===== config.mk =====
export PLATFORM = sky130hd
export DESIGN_NAME = alu_result_stage
export DESIGN_NICKNAME = d
export VERILOG_FILES = /design/src/rtl/alu_result_stage.sv
export SDC_FILE = /design/constraint.sdc
export NUM_CORES = 1
export LEC_CHECK = 0
export CAP_MARGIN = 20
export CORE_MARGIN = 2
export CORE_UTILIZATION = 35
export DETAILED_ROUTE_END_ITERATION = 10
export PLACE_DENSITY_LB_ADDON = 0.08
export SYNTH_ARGS = -nofsm -noshare
export SYNTH_HDL_FRONTEND = slang
export SYNTH_SLANG_ARGS = --single-unit

===== constraint.sdc =====
create_clock -name I_CLK -period 2.4 [get_ports I_CLK]
set_input_delay 0.24 -clock I_CLK [delete_from_list [all_inputs] [get_ports I_CLK]]
set_output_delay 0.24 -clock I_CLK [all_outputs]
set_load 0.02 [all_outputs]

===== src/rtl/alu_result_stage.sv =====
// alu_result_stage: 2-entry in-order result buffer behind the CR16 ALU,
// committing masked status flags into the PSR and evaluating condition codes.
module alu_result_stage #(
  parameter int P_WIDTH = 16
) (
  input  logic               I_CLK,
  input  logic               I_NRESET,
  input  logic               I_VALID,
  output logic               O_READY,
  input  logic [P_WIDTH-1:0] I_RESULT,
  input  logic [4:0]         I_STATUS,
  input  logic [4:0]         I_FLAG_MASK,
  input  logic [3:0]         I_DEST,
  input  logic               I_WB_EN,
  output logic               O_VALID,
  input  logic               I_READY,
  output logic [P_WIDTH-1:0] O_RESULT,
  output logic [3:0]         O_DEST,
  output logic               O_WB_EN,
  input  logic               I_FLUSH,
  output logic               O_PENDING,
  output logic [4:0]         O_PSR,
  input  logic [3:0]         I_COND,
  output logic               O_COND_TRUE
);

  typedef struct packed {
    logic [P_WIDTH-1:0] result;
    logic [4:0]         status;
    logic [4:0]         mask;
    logic [3:0]         dest;
    logic               wb_en;
  } entry_t;

  localparam logic [1:0] CNT_EMPTY = 2'd0;
  localparam logic [1:0] CNT_ONE   = 2'd1;
  localparam logic [1:0] CNT_FULL  = 2'd2;

  entry_t     head_q, head_d;
  entry_t     tail_q, tail_d;
  entry_t     in_e;
  logic [1:0] cnt_q, cnt_d;
  logic [4:0] psr_q, psr_d;
  logic       push;
  logic       pop;

  assign in_e.result = I_RESULT;
  assign in_e.status = I_STATUS;
  assign in_e.mask   = I_FLAG_MASK;
  assign in_e.dest   = I_DEST;
  assign in_e.wb_en  = I_WB_EN;

  assign O_READY   = (cnt_q != CNT_FULL);
  assign O_VALID   = (cnt_q != CNT_EMPTY);
  assign O_PENDING = (cnt_q != CNT_EMPTY);
  assign O_RESULT  = head_q.result;
  assign O_DEST    = head_q.dest;
  assign O_WB_EN   = head_q.wb_en;
  assign O_PSR     = psr_q;

  // A flush drops the same-cycle input, so it never counts as a push.
  assign push = I_VALID & O_READY & ~I_FLUSH;
  assign pop  = O_VALID & I_READY;

  always_comb begin
    psr_d = psr_q;
    if (pop) begin
      psr_d = (psr_q & ~head_q.mask) | (head_q.status & head_q.mask);
    end
  end

  // Slot 0 is always the head; a pop from full shifts the tail forward.
  always_comb begin
    head_d = head_q;
    tail_d = tail_q;
    cnt_d  = cnt_q;
    if (I_FLUSH) begin
      cnt_d = CNT_EMPTY;
    end else begin
      unique case (cnt_q)
        CNT_EMPTY: begin
          if (push) begin
            head_d = in_e;
            cnt_d  = CNT_ONE;
          end
        end
        CNT_ONE: begin
          if (push && pop) begin
            head_d = in_e;
          end else if (push) begin
            tail_d = in_e;
            cnt_d  = CNT_FULL;
          end else if (pop) begin
            cnt_d = CNT_EMPTY;
          end
        end
        CNT_FULL: begin
          if (pop) begin
            head_d = tail_q;
            cnt_d  = CNT_ONE;
          end
        end
        default: begin
          cnt_d = CNT_EMPTY;
        end
      endcase
    end
  end

  always_ff @(posedge I_CLK or negedge I_NRESET) begin
    if (!I_NRESET) begin
      head_q <= '0;
      tail_q <= '0;
      cnt_q  <= CNT_EMPTY;
      psr_q  <= '0;
    end else begin
      head_q <= head_d;
      tail_q <= tail_d;
      cnt_q  <= cnt_d;
      psr_q  <= psr_d;
    end
  end

  logic flg_c, flg_l, flg_f, flg_z, flg_n;
  assign flg_c = psr_q[0];
  assign flg_l = psr_q[1];
  assign flg_f = psr_q[2];
  assign flg_z = psr_q[3];
  assign flg_n = psr_q[4];

  always_comb begin
    O_COND_TRUE = 1'b0;
    unique case (I_COND)
      4'd0:  O_COND_TRUE = flg_z;
      4'd1:  O_COND_TRUE = ~flg_z;
      4'd2:  O_COND_TRUE = flg_c;
      4'd3:  O_COND_TRUE = ~flg_c;
      4'd4:  O_COND_TRUE = flg_l;
      4'd5:  O_COND_TRUE = ~flg_l;
      4'd6:  O_COND_TRUE = flg_n;
      4'd7:  O_COND_TRUE = ~flg_n;
      4'd8:  O_COND_TRUE = flg_f;
      4'd9:  O_COND_TRUE = ~flg_f;
      4'd10: O_COND_TRUE = ~flg_l & ~flg_z;
      4'd11: O_COND_TRUE = flg_l | flg_z;
      4'd12: O_COND_TRUE = ~flg_n & ~flg_z;
      4'd13: O_COND_TRUE = flg_n | flg_z;
      4'd14: O_COND_TRUE = 1'b1;
      4'd15: O_COND_TRUE = 1'b0;
      default: O_COND_TRUE = 1'b0;
    endcase
  end

endmodule


======== Word-level counts from Yosys, hierarchy flattened ========
Index checks and enable logic that the tools add are counted.
word-level totals
  flip-flop bits (word level) ............. 69
  input bits .............................. 40
  output and inout bits ................... 30
  word-level logic and storage cells ...... 75
cells by class
  eq/ne operators ......................... 25
  mux-type cells .......................... 12
  bitwise gates (word level) .............. 18
  reduce and logical (&&, ||, !) cells .... 8
operators with widths
  operator                                                               count
  31-bit two-way mux                                                     3
  31-bit one-hot mux with 3 select lines                                 1
  4-bit equality test, second input constant                             8
  4-bit by 3-bit equality test with 1-bit output, second input constant  4
  1-bit one-hot mux with 16 select lines                                 1
  2-bit two-way mux                                                      6
  5-bit bitwise AND                                                      2
  3-bit inequality test, second input constant                           3
  4-bit by 2-bit equality test with 1-bit output, second input constant  2
  2-bit inequality test, second input constant                           4
  4-bit AND reduction                                                    2
  1-bit NOT                                                              7
  2-bit one-hot mux with 3 select lines                                  1
  1-bit bitwise AND                                                      5
  5-bit NOT                                                              1
  5-bit OR                                                               1
  5-bit AND reduction                                                    1
  4-bit by 1-bit equality test with 1-bit output, second input constant  1
  4-bit zero test                                                        1
  4-bit inequality test, second input constant                           1
  3-bit nonzero test                                                     1
  2-bit by 1-bit equality test with 1-bit output, second input constant  1
  2-bit equality test, second input constant                             1
  2-bit zero test                                                        1
  3 further kinds                                                        4

======== Logic depth before layout (Yosys ltp) ========
Gate-level depths: netlist of run 1.
  word-level depth ........................ 7
  mapped depth ............................ 7
  mapped depth without buffers ............ 5

======== Least setup slack after synthesis of run 1 ========
Ideal clock, no wire load.
  path kind ............................... register to output
  start ................................... register (tool-made name)
  end ..................................... output port O_COND_TRUE
  arrival ................................. 1.360 ns
  required time ........................... 2.160 ns
  path slack .............................. 0.800 ns
  cell stages (with the launch flop) ...... 6
  buffers on the path ..................... 0
  cells stage by stage .................... dfrtp_1 -> nor2_1 -> nor3b_1 -> o21ai_0 -> a31oi_1 -> o32a_1
RTL lines
  item           line  source
  end, declared  24    output logic O_COND_TRUE

======== Worst setup path after layout of run 1 ========
  start ................................... input port I_COND[1]
  end ..................................... output port O_COND_TRUE
on the way
  cells in the longest elaborated chain, start to end .. 2
  elaborated cells on any way between the ends .. 17
ends and longest elaborated chain
  item                                               line  source
  start, declared                                    23    input logic [3:0] I_COND,
  4-bit equality test, or another cell as far along  133   unique case (I_COND)
  1-bit one-hot mux with 16 select lines (*)         133
Every way passes the cells marked *; elsewhere a longest branch is shown, timed or not.

==> metrics.yaml, run 1 <==
die_w_um: 100
tightest_slew_ns: 0.885
drc_errors: 0
placed_area_um2: 3900
dieArea_um2: 10000
postLayoutCoreUtil: 0.454
ys_types: 31
drt_iter0_drc: 53
hold_path_class: "primary input to asynchronous set/reset pin"
syn-num-nets: 323
grt_pass1_wl_um: 10700
dieHeight_um: 100
drive_above_1_share: 0.190
grt_overflow: 0
yosysWarnings: 0
vias: 2139
root_buffer: "clkbuf_8"
cpMaxStageDelayCell: "clkdlybuf4s50_1"
fin_crit_sh: 0.936
dr_wl_met3_um: 375
grt_antenna_before_repair: 0
clock_path_buffers: 2
arrival_ns: 2.01
p_leak_nw: 1.71
max_cap_violations: 0
first_pass_iters: 4
crit_chain: "clkdlybuf4s50_1 > mux2i_1 > nor3b_1 > nor3_1 > a31oi_1 > o32a_1 > dlygate4sd2_1"
multi_input_area_um2: 1260
cp_slowest_stage_delay_ns: 0.54
finalNonFillerCells: 447
gp_congestion: 0.780
hold_violations: 0
yosysSeqAreaShare: 0.533
min_period_ns: 2.25
place_hpwl_um: 4290
slew_headroom: 0.410
synth_area_um2: 3240
core_um2: 9110
portBuffers: 69
areaGrowthSynthToFinish_pct: 27.5
numCtsBuffers: 9
crit_family: "buffers and inverters"
track_usage: 0.138
whs_ns: 0.0226
area.sequential_um2: 1730
nNetsFinal: 372
final_cell_mix: "68 x dfrtp_1, 67 x clkdlybuf4s50_1, 39 x nand2_1, 36 x mux2_2, 33 x mux2i_1"
grt_max_degree: 70
avgSynthCellArea_um2: 11.4
clock_sinks: 69
final_max_slew_viol_count: 0
start_util: 0.356
grt_pass1_vias: 2163
comb_power_share: 0.242
final-setup-viol-count: 0
rows: 35
seqPwrFrac: 0.448
p_sw_frac: 0.278
p_total_w: 0.00362
status: "finished, final reports clean"
diodes: 0
syn_inst: 283
p_sw_w: 0.00101
cp-end-kind: "output pin"
fmax_mhz: 445
fillers: 875
cts_tree: "yes"
highest_layer: "met4"
io_pins: 70
path_clk_slew_ns: 0.07
rsz0062_at_grt: "no"
dp.cells: 432
required_ns: 2.16
insertion_delay_ns: 0.34
met1Wirelength_um: 2920
cts_setup_buffers: 0
intPower_w: 0.00261
finClkSkew_ns: 0.00952
worstSetupStartpointType: "primary input"
layout_commonest_cell: "dfrtp_1"
met2_length_um: 3050
path_max_fanout: 4
ant_nets: 0
crit_buf_inv: 2
final_cell_area_um2: 4130
clock_power_share: 0.309
vias_per_cell: 4.79
wl_per_cell_um: 14.4
p_per_area_nw_per_um2: 876
synth-seq-cells: 69
cts_max_level: 3
routed_wl_um: 6450
critical_path_class: "primary input to output pin"
ir_drop_v: 0.000328
==> cell type report <==
type	count	share of cell area
timing repair buffer	76	0.185
multi-input combinational	173	0.305
clock buffer	10	0.0309
inverter	3	0.00273
sequential	69	0.418
tap	111	0.0336
clock inverter	5	0.0242
==> power groups by stage <==
stage	sequential, W	clock [W]	combinational (W)
floorplan	0.00165	0	0.000547
global placement	0.00164	0	0.000880
detailed placement	0.00165	0	0.000894
CTS	0.00162	0.00115	0.000892
global route	0.00167	0.00121	0.000960
finish	0.00162	0.00112	0.000878
==> per-layer routing <==
metal	vias to the layer above	global-route usage
li1	1055	-
met1	1023	0.179
met2	51	0.213
met3	10	0.0411
met4	0	0.0632
met5	-	0
==> path summary, 6_finish.rpt <==
kind	start	endpoint	slack [ns]	depth (start not counted)
min in group I_CLK	O_RESULT[11]	O_RESULT[11]	0.48	2
min	I_NRESET	O_RESULT[6]	0.02	1
min reg2reg	O_RESULT[11]	O_RESULT[11]	0.48	2
max	I_COND[1]	O_COND_TRUE	0.15	7
max in group asynchronous	I_NRESET	asynchronous set/reset pin	1.77	1
max reg2reg	cnt_q[1]	tail_q[13]	0.67	4
==> synth_stat cells <==
cell       number  area (um2)
clkbuf_2        2        10.0
and2_1          1        6.26
o21ai_0        29         145
nor3b_1         3        22.5
or2_2           1        6.26
o22ai_1         1        6.26
mux2_2         36         405
o22a_1          1        8.76
dfrtp_1        69        1730
a2bb2oi_1       1        8.76
and2b_1         1        7.51
nand2_1        39         146
buf_2           6        30.0
buf_4          28         210
nor3_1          5        25.0
nor2b_1         1        6.26
or4_1           1        7.51
inv_1           3        11.3
nand3b_1        1        7.51
nand3_1         2        10.0
o32a_1          1        10.0
a21oi_1         3        15.0
o31ai_1         1        7.51
nand2b_1        1        6.26
nor2_1          5        18.8
nor4_1          1        6.26
o21ai_1         3        15.0
a31oi_1         1        6.26
mux2i_1        33         330
o2bb2ai_1       1        8.76
clkbuf_1        2        7.51
==> flip-flops by register name (all words and copies together) (netlist names), named ones only <==
signal    count
O_DEST        4
O_RESULT     16
cnt_q         2
tail_q       31
head_q       10
O_WB_EN       1
==> kinds of logic after synthesis <==
family          share of synthesized area
simple gates                       0.0854
buf+inv                            0.0830
mux                                 0.227
flops                               0.533
compound gates                     0.0715
==> worst reg2reg max path: cells and delay by family, from the launching register on <==
kind                   cells  cell delay (ns)
and+or+nand+nor            2             0.62
DFF                        1             0.43
buffers and inverters      1             0.30
muxes                      1             0.28
==> per-stage QoR <==
| step | TNS (ns) | setup slack (ns) |
|---|---|---|
| 2_1_floorplan | 0 | 0.800 |
| 3_3_place_gp | -0.0104 | -0.0104 |
| 3_5_place_dp | -0.0523 | -0.0523 |
| 4_1_cts | 0 | 0.159 |
| 5_1_grt | 0 | 0.0257 |
| 6_report | 0 | 0.155 |
==> repair_timing <==
| item | 4_1_cts | 5_1_grt |
|---|---|---|
| hold buffers | 0 | 0 |
| gates resized for setup | 1 | 2 |
| pin swaps | 0 | 0 |
| endpoints found under the setup margin | 1 | 1 |
| gates cloned | 0 | 0 |
(Power assumes the default switching activity.)
==> run 2, diff against run 1 <==
- CORE_UTILIZATION: 35 -> 41
- CTS_CLUSTER_SIZE: unset -> 8
==> run 2 against run 1 <==
Largest cell class unchanged. Clock skew is 0.0010 ns lower. Register-to-register slack gained 0.05 ns. Worst setup slack gained 0.057 ns. Non-clock buffer count is 1 lower. Wire length shrank 4.3%. Die area fell by 14%. Highest routed layer unchanged.
==> metrics.yaml, run 2 (synthesized netlist as in run 1, its figures left out) <==
status: "finished, final reports clean"  # unchanged
arrival_ns: 1.95  # was 2.01 ns
path_clk_slew_ns: 0.07  # about the same
drt_iter0_drc: 84  # was 53
dieArea_um2: 8630  # was 10000 um2
cp-end-kind: "output pin"  # unchanged
cts_setup_buffers: 0  # unchanged
rows: 32  # was 35
postLayoutCoreUtil: 0.529  # was 0.454
grt_pass1_wl_um: 10200  # was 10700 um
drc_errors: 0  # unchanged
vias: 2144  # was 2139
p_per_area_nw_per_um2: 858  # was 876 nW/um2
final_cell_mix: "69 x dfrtp_1, 66 x clkdlybuf4s50_1, 39 x nand2_1, 36 x mux2_2, 33 x mux2i_1"  # was 68 x dfrtp_1, 67 x clkdlybuf4s50_1, 39 x nand2_1, 36 x mux2_2, 33 x mux2i_1
layout_commonest_cell: "dfrtp_1"  # unchanged
min_period_ns: 2.19  # was 2.25 ns
die_w_um: 92.9  # was 100 um
grt_max_degree: 70  # unchanged
grt_overflow: 0  # unchanged
fin_setup_tns_ns: 0  # unchanged
grt_antenna_before_repair: 0  # unchanged
root_buffer: "clkbuf_8"  # unchanged
insertion_delay_ns: 0.34  # about the same
final-setup-viol-count: 0  # unchanged
busiest_layer: "met2"  # unchanged
grt_pass1_vias: 2131  # was 2163
path_max_fanout: 7  # was 4
hold_path_class: "primary input to asynchronous set/reset pin"  # unchanged
dieHeight_um: 92.9  # was 100 um
areaGrowthSynthToFinish_pct: 25.5  # was 27.5%
track_usage: 0.156  # was 0.138
cts_max_level: 3  # unchanged
start_util: 0.421  # was 0.356
critical_path_class: "register to output pin"  # was primary input to output pin
grt_use_met2: 0.250  # was 0.213
core_um2: 7690  # was 9110 um2
p_leak_nw: 1.69  # was 1.71 nW
numCtsBuffers: 9  # unchanged
clock_path_buffers: 2  # unchanged
gp_congestion: 0.722  # was 0.780
nNetsFinal: 371  # was 372
routed_wl_um: 6170  # was 6450 um
finClkSkew_ns: 0.00851  # was 0.00952 ns
vias_per_cell: 4.89  # was 4.79
cts_tree: "yes"  # unchanged
slew_headroom: 0.407  # was 0.410
drive_above_1_share: 0.185  # was 0.190
wl_per_cell_um: 14.1  # was 14.4 um
required_ns: 2.16  # about the same
largest_reg_flops: 31  # unchanged
cts_resized: 2  # was 1
first_pass_iters: 4  # unchanged
place_hpwl_um: 4150  # was 4290 um
worstSetupStartpointType: "register"  # was primary input
hold_violations: 0  # unchanged
portBuffers: 69  # unchanged
fin_crit_sh: 0.912  # was 0.936
max_cap_violations: 0  # unchanged
final_max_slew_viol_count: 0  # unchanged
diodes: 0  # unchanged
rsz0062_at_grt: "no"  # unchanged
ir_drop_v: 0.000379  # was 0.000328 V
clock_sinks: 69  # unchanged
grt_util_met1: 0.196  # was 0.179
largest-register: "tail_q"  # unchanged
io_pins: 70  # unchanged
ant_nets: 0  # unchanged
postCtsHoldBufs: 0  # unchanged
met3_usage: 0.0456  # was 0.0411
tightest_slew_ns: 0.889  # was 0.885 ns
fmax_mhz: 457  # was 445 MHz
==> run 2: worst max-delay path: stages (launching register included) <==
cell and delay, ns:
dfrtp_1 0.45, nor2_1 0.17, nor3b_1 0.07, o21ai_0 0.16
a31oi_1 0.10, o32a_1 0.35, dlygate4sd2_1 0.32
==> run 2: area by class of cell <==
class	instances	area, um2
fill	698	3620
sequential	69	1730
multi-input combinational	173	1260
timing repair buffer	75	731
clock buffer	13	169
tap	102	128
clock inverter	3	42.5
inverter	3	11.3
==> run 2: stage by stage <==
| step | std cells | instance area, um2 | worst slack [ns] | hold WS, ns | total power [W] |
|---|---|---|---|---|---|
| final | 438 | 4070 | 0.212 | 0.0176 | 0.00349 |
| after global routing | 438 | 4070 | 0.0734 | 0.0879 | 0.00369 |
| after CTS | 438 | 4070 | 0.185 | 0.0542 | 0.00353 |
| after detailed placement | 422 | 3860 | -0.115 | 0.429 | 0.00253 |
| after global placement | 422 | 3860 | -0.0814 | 0.426 | 0.00250 |
| after floorplan | 283 | 3240 | 0.800 | -0.0556 | 0.00220 |
==> run 2: path summary, 6_finish.rpt <==
kind | end | from | depth (start not counted) | slack, ns
max | O_COND_TRUE | register | 6 | 0.21
max in group asynchronous | head_q[12] | I_NRESET | 1 | 1.80
min in group I_CLK | head_q[12] | head_q[12] | 2 | 0.47
min reg2reg | head_q[12] | head_q[12] | 2 | 0.47
max reg2reg | head_q[6] | cnt_q[0] | 4 | 0.72
min | tail_q[30] | I_NRESET | 1 | 0.02
==> run 2: power by group <==
part | internal (W) | switching [W]
combinational | 0.000479 | 0.000391
sequential | 0.00145 | 0.000176
clock | 0.000564 | 0.000431
==> run 2: routing by layer <==
layer,share of wire,vias to the layer above
li1,-,1049
met1,0.45,1030
met2,0.48,55
met3,0.053,10
met4,0.015,0
met5,0,-
==> run 3, diff against run 2 <==
- CORE_UTILIZATION: 41 -> 55
- CTS_BUF_LIST: unset -> sky130_fd_sc_hd__clkbuf_8
==> run 3 against run 2 <==
Final cell count fell by 7.5%. Sequential cell count did not move. Combinational power rose by 0.9%. Total power fell by 4.7%. Design area fell by 1.6%. Sequential share of layout area rose by 0.69 points. Non-clock buffer count fell by 1. Count of clock-buffer cells in the layout fell by 2. Highest routed layer unchanged. Worst setup slack got worse by 0.022 ns. Register-to-register slack got worse by 0.11 ns. Largest cell class unchanged. Utilization rose by 18 points.
==> metrics.yaml, run 3 (synthesized netlist as in run 1, its figures left out) <==
status: "finished, final reports clean"  # unchanged
areaGrowthSynthToFinish_pct: 23.5  # was 25.5%
arrival_ns: 1.97  # was 1.95 ns
largest_reg_flops: 31  # unchanged
hold_violations: 0  # unchanged
root_buffer: "clkbuf_8"  # unchanged
grt_overflow: 0  # unchanged
final_cell_mix: "69 x dfrtp_1, 67 x clkdlybuf4s50_1, 39 x nand2_1, 36 x mux2_2, 33 x mux2i_1"  # was 69 x dfrtp_1, 66 x clkdlybuf4s50_1, 39 x nand2_1, 36 x mux2_2, 33 x mux2i_1
diodes: 0  # unchanged
routed_wl_um: 6020  # was 6170 um
finClkSkew_ns: 0.00635  # was 0.00851 ns
p_per_area_nw_per_um2: 831  # was 858 nW/um2
rsz0062_at_grt: "no"  # unchanged
r2r_cells: 4  # unchanged
nNetsFinal: 370  # was 371
core_um2: 5610  # was 7690 um2
hold_path_class: "primary input to asynchronous set/reset pin"  # unchanged
path_clk_slew_ns: 0.07  # about the same
start_util: 0.578  # was 0.421
fmax_mhz: 452  # was 457 MHz
tightest_slew_ns: 0.853  # was 0.889 ns
first_pass_iters: 4  # unchanged
ir_drop_v: 0.000493  # was 0.000379 V
io_pins: 70  # unchanged
p_total_w: 0.00332  # was 0.00349 W
grt_pass1_wl_um: 10200  # about the same
whs_ns: 0.00921  # was 0.0176 ns
grt_max_degree: 70  # unchanged
wl_per_cell_um: 14.9  # was 14.1 um
final-setup-viol-count: 0  # unchanged
vias_per_cell: 5.35  # was 4.89
portBuffers: 69  # unchanged
finalWorstSetupSlack_ns: 0.190  # was 0.212 ns
pre_cts_ws_ns: -0.0210  # was -0.115 ns
numCtsBuffers: 9  # unchanged
cp-end-kind: "output pin"  # unchanged
required_ns: 2.16  # about the same
dieArea_um2: 6520  # was 8630 um2
gp_congestion: 0.696  # was 0.722
place_hpwl_um: 4140  # was 4150 um
vias: 2165  # was 2144
cts_max_level: 3  # unchanged
worstReg2RegStart: "cnt_q[0]"  # unchanged
grt_antenna_before_repair: 0  # unchanged
insertion_delay_ns: 0.34  # about the same
grt_pass1_vias: 2227  # was 2131
clock_sinks: 69  # unchanged
drc_errors: 0  # unchanged
final_cell_area_um2: 4000  # was 4070 um2
min_period_ns: 2.21  # was 2.19 ns
largest-register: "tail_q"  # unchanged
fin_setup_tns_ns: 0  # unchanged
final_max_slew_viol_count: 0  # unchanged
placed_area_um2: 3840  # was 3860 um2
clock_path_buffers: 2  # unchanged
critical_path_class: "primary input to output pin"  # was register to output pin
dieHeight_um: 80.7  # was 92.9 um
rrSetupSlack_ns: 0.61  # was 0.72 ns
track_usage: 0.208  # was 0.156
max_cap_violations: 0  # unchanged
cts_setup_buffers: 0  # unchanged
layout_commonest_cell: "dfrtp_1"  # unchanged
p_leak_nw: 1.68  # was 1.69 nW
rr_endpoint: "head_q[12]"  # was head_q[6]
fin_crit_sh: 0.921  # was 0.912
worstSetupStartpointType: "primary input"  # was register
ant_nets: 0  # unchanged
drt_iter0_drc: 83  # was 84
die_w_um: 80.7  # was 92.9 um
drive_above_1_share: 0.177  # was 0.185
cts_tree: "yes"  # unchanged
rows: 27  # was 32
path_max_fanout: 3  # was 7
slew_headroom: 0.431  # was 0.407
[run 3: layout make-up]
cell class | count | area, um2
tap | 72 | 90.1
sequential | 69 | 1730
clock inverter | 3 | 13.8
fill | 444 | 1610
clock buffer | 11 | 151
timing repair buffer | 74 | 749
multi-input combinational | 173 | 1260
inverter | 3 | 11.3
[run 3: what timing repair did]
item | in CTS | in global routing
hold buffers | 0 | 0
setup endpoints to repair | 1 | 0
gates resized for setup | 1 | 0
[run 3: worst max-delay path, cell delays in order]
cell             delay [ns]
clkdlybuf4s50_1        0.52
mux2i_1                0.24
nor3b_1                0.08
nor3_1                 0.15
a31oi_1                0.06
o32a_1                 0.35
dlygate4sd2_1          0.32
[run 3: through the flow]
stage               utilization  instances
floorplan                     -        283
global placement          0.684        391
detailed placement        0.684        391
CTS                       0.714        405
global route              0.714        405
finish                    0.714        405
[run 3: routing by layer]
layer,routed length (um),global-route usage,part of all wire
met1,2720,0.254,0.45
met2,2900,0.345,0.48
met4,99,0.0847,0.016
met5,0,0,0
met3,306,0.0656,0.051
[run 3: how the worst max path moves through the flow]
| stage | start | end | slack, ns | cells past startpoint |
|---|---|---|---|---|
| 6_report | I_COND[1] | O_COND_TRUE | 0.19 | 7 |
| 5_1_grt | I_COND[1] | O_COND_TRUE | 0.10 | 7 |
| 3_3_place_gp | I_COND[1] | O_COND_TRUE | 0.02 | 7 |
| 3_5_place_dp | I_COND[1] | O_COND_TRUE | -0.02 | 7 |
| 2_1_floorplan | register | O_COND_TRUE | 0.80 | 5 |
| 4_1_cts | I_COND[1] | O_COND_TRUE | 0.19 | 7 |
[run 3: power by group]
group          switching, W  internal (W)
clock network      0.000404      0.000413
registers          0.000182       0.00145
logic              0.000394      0.000484
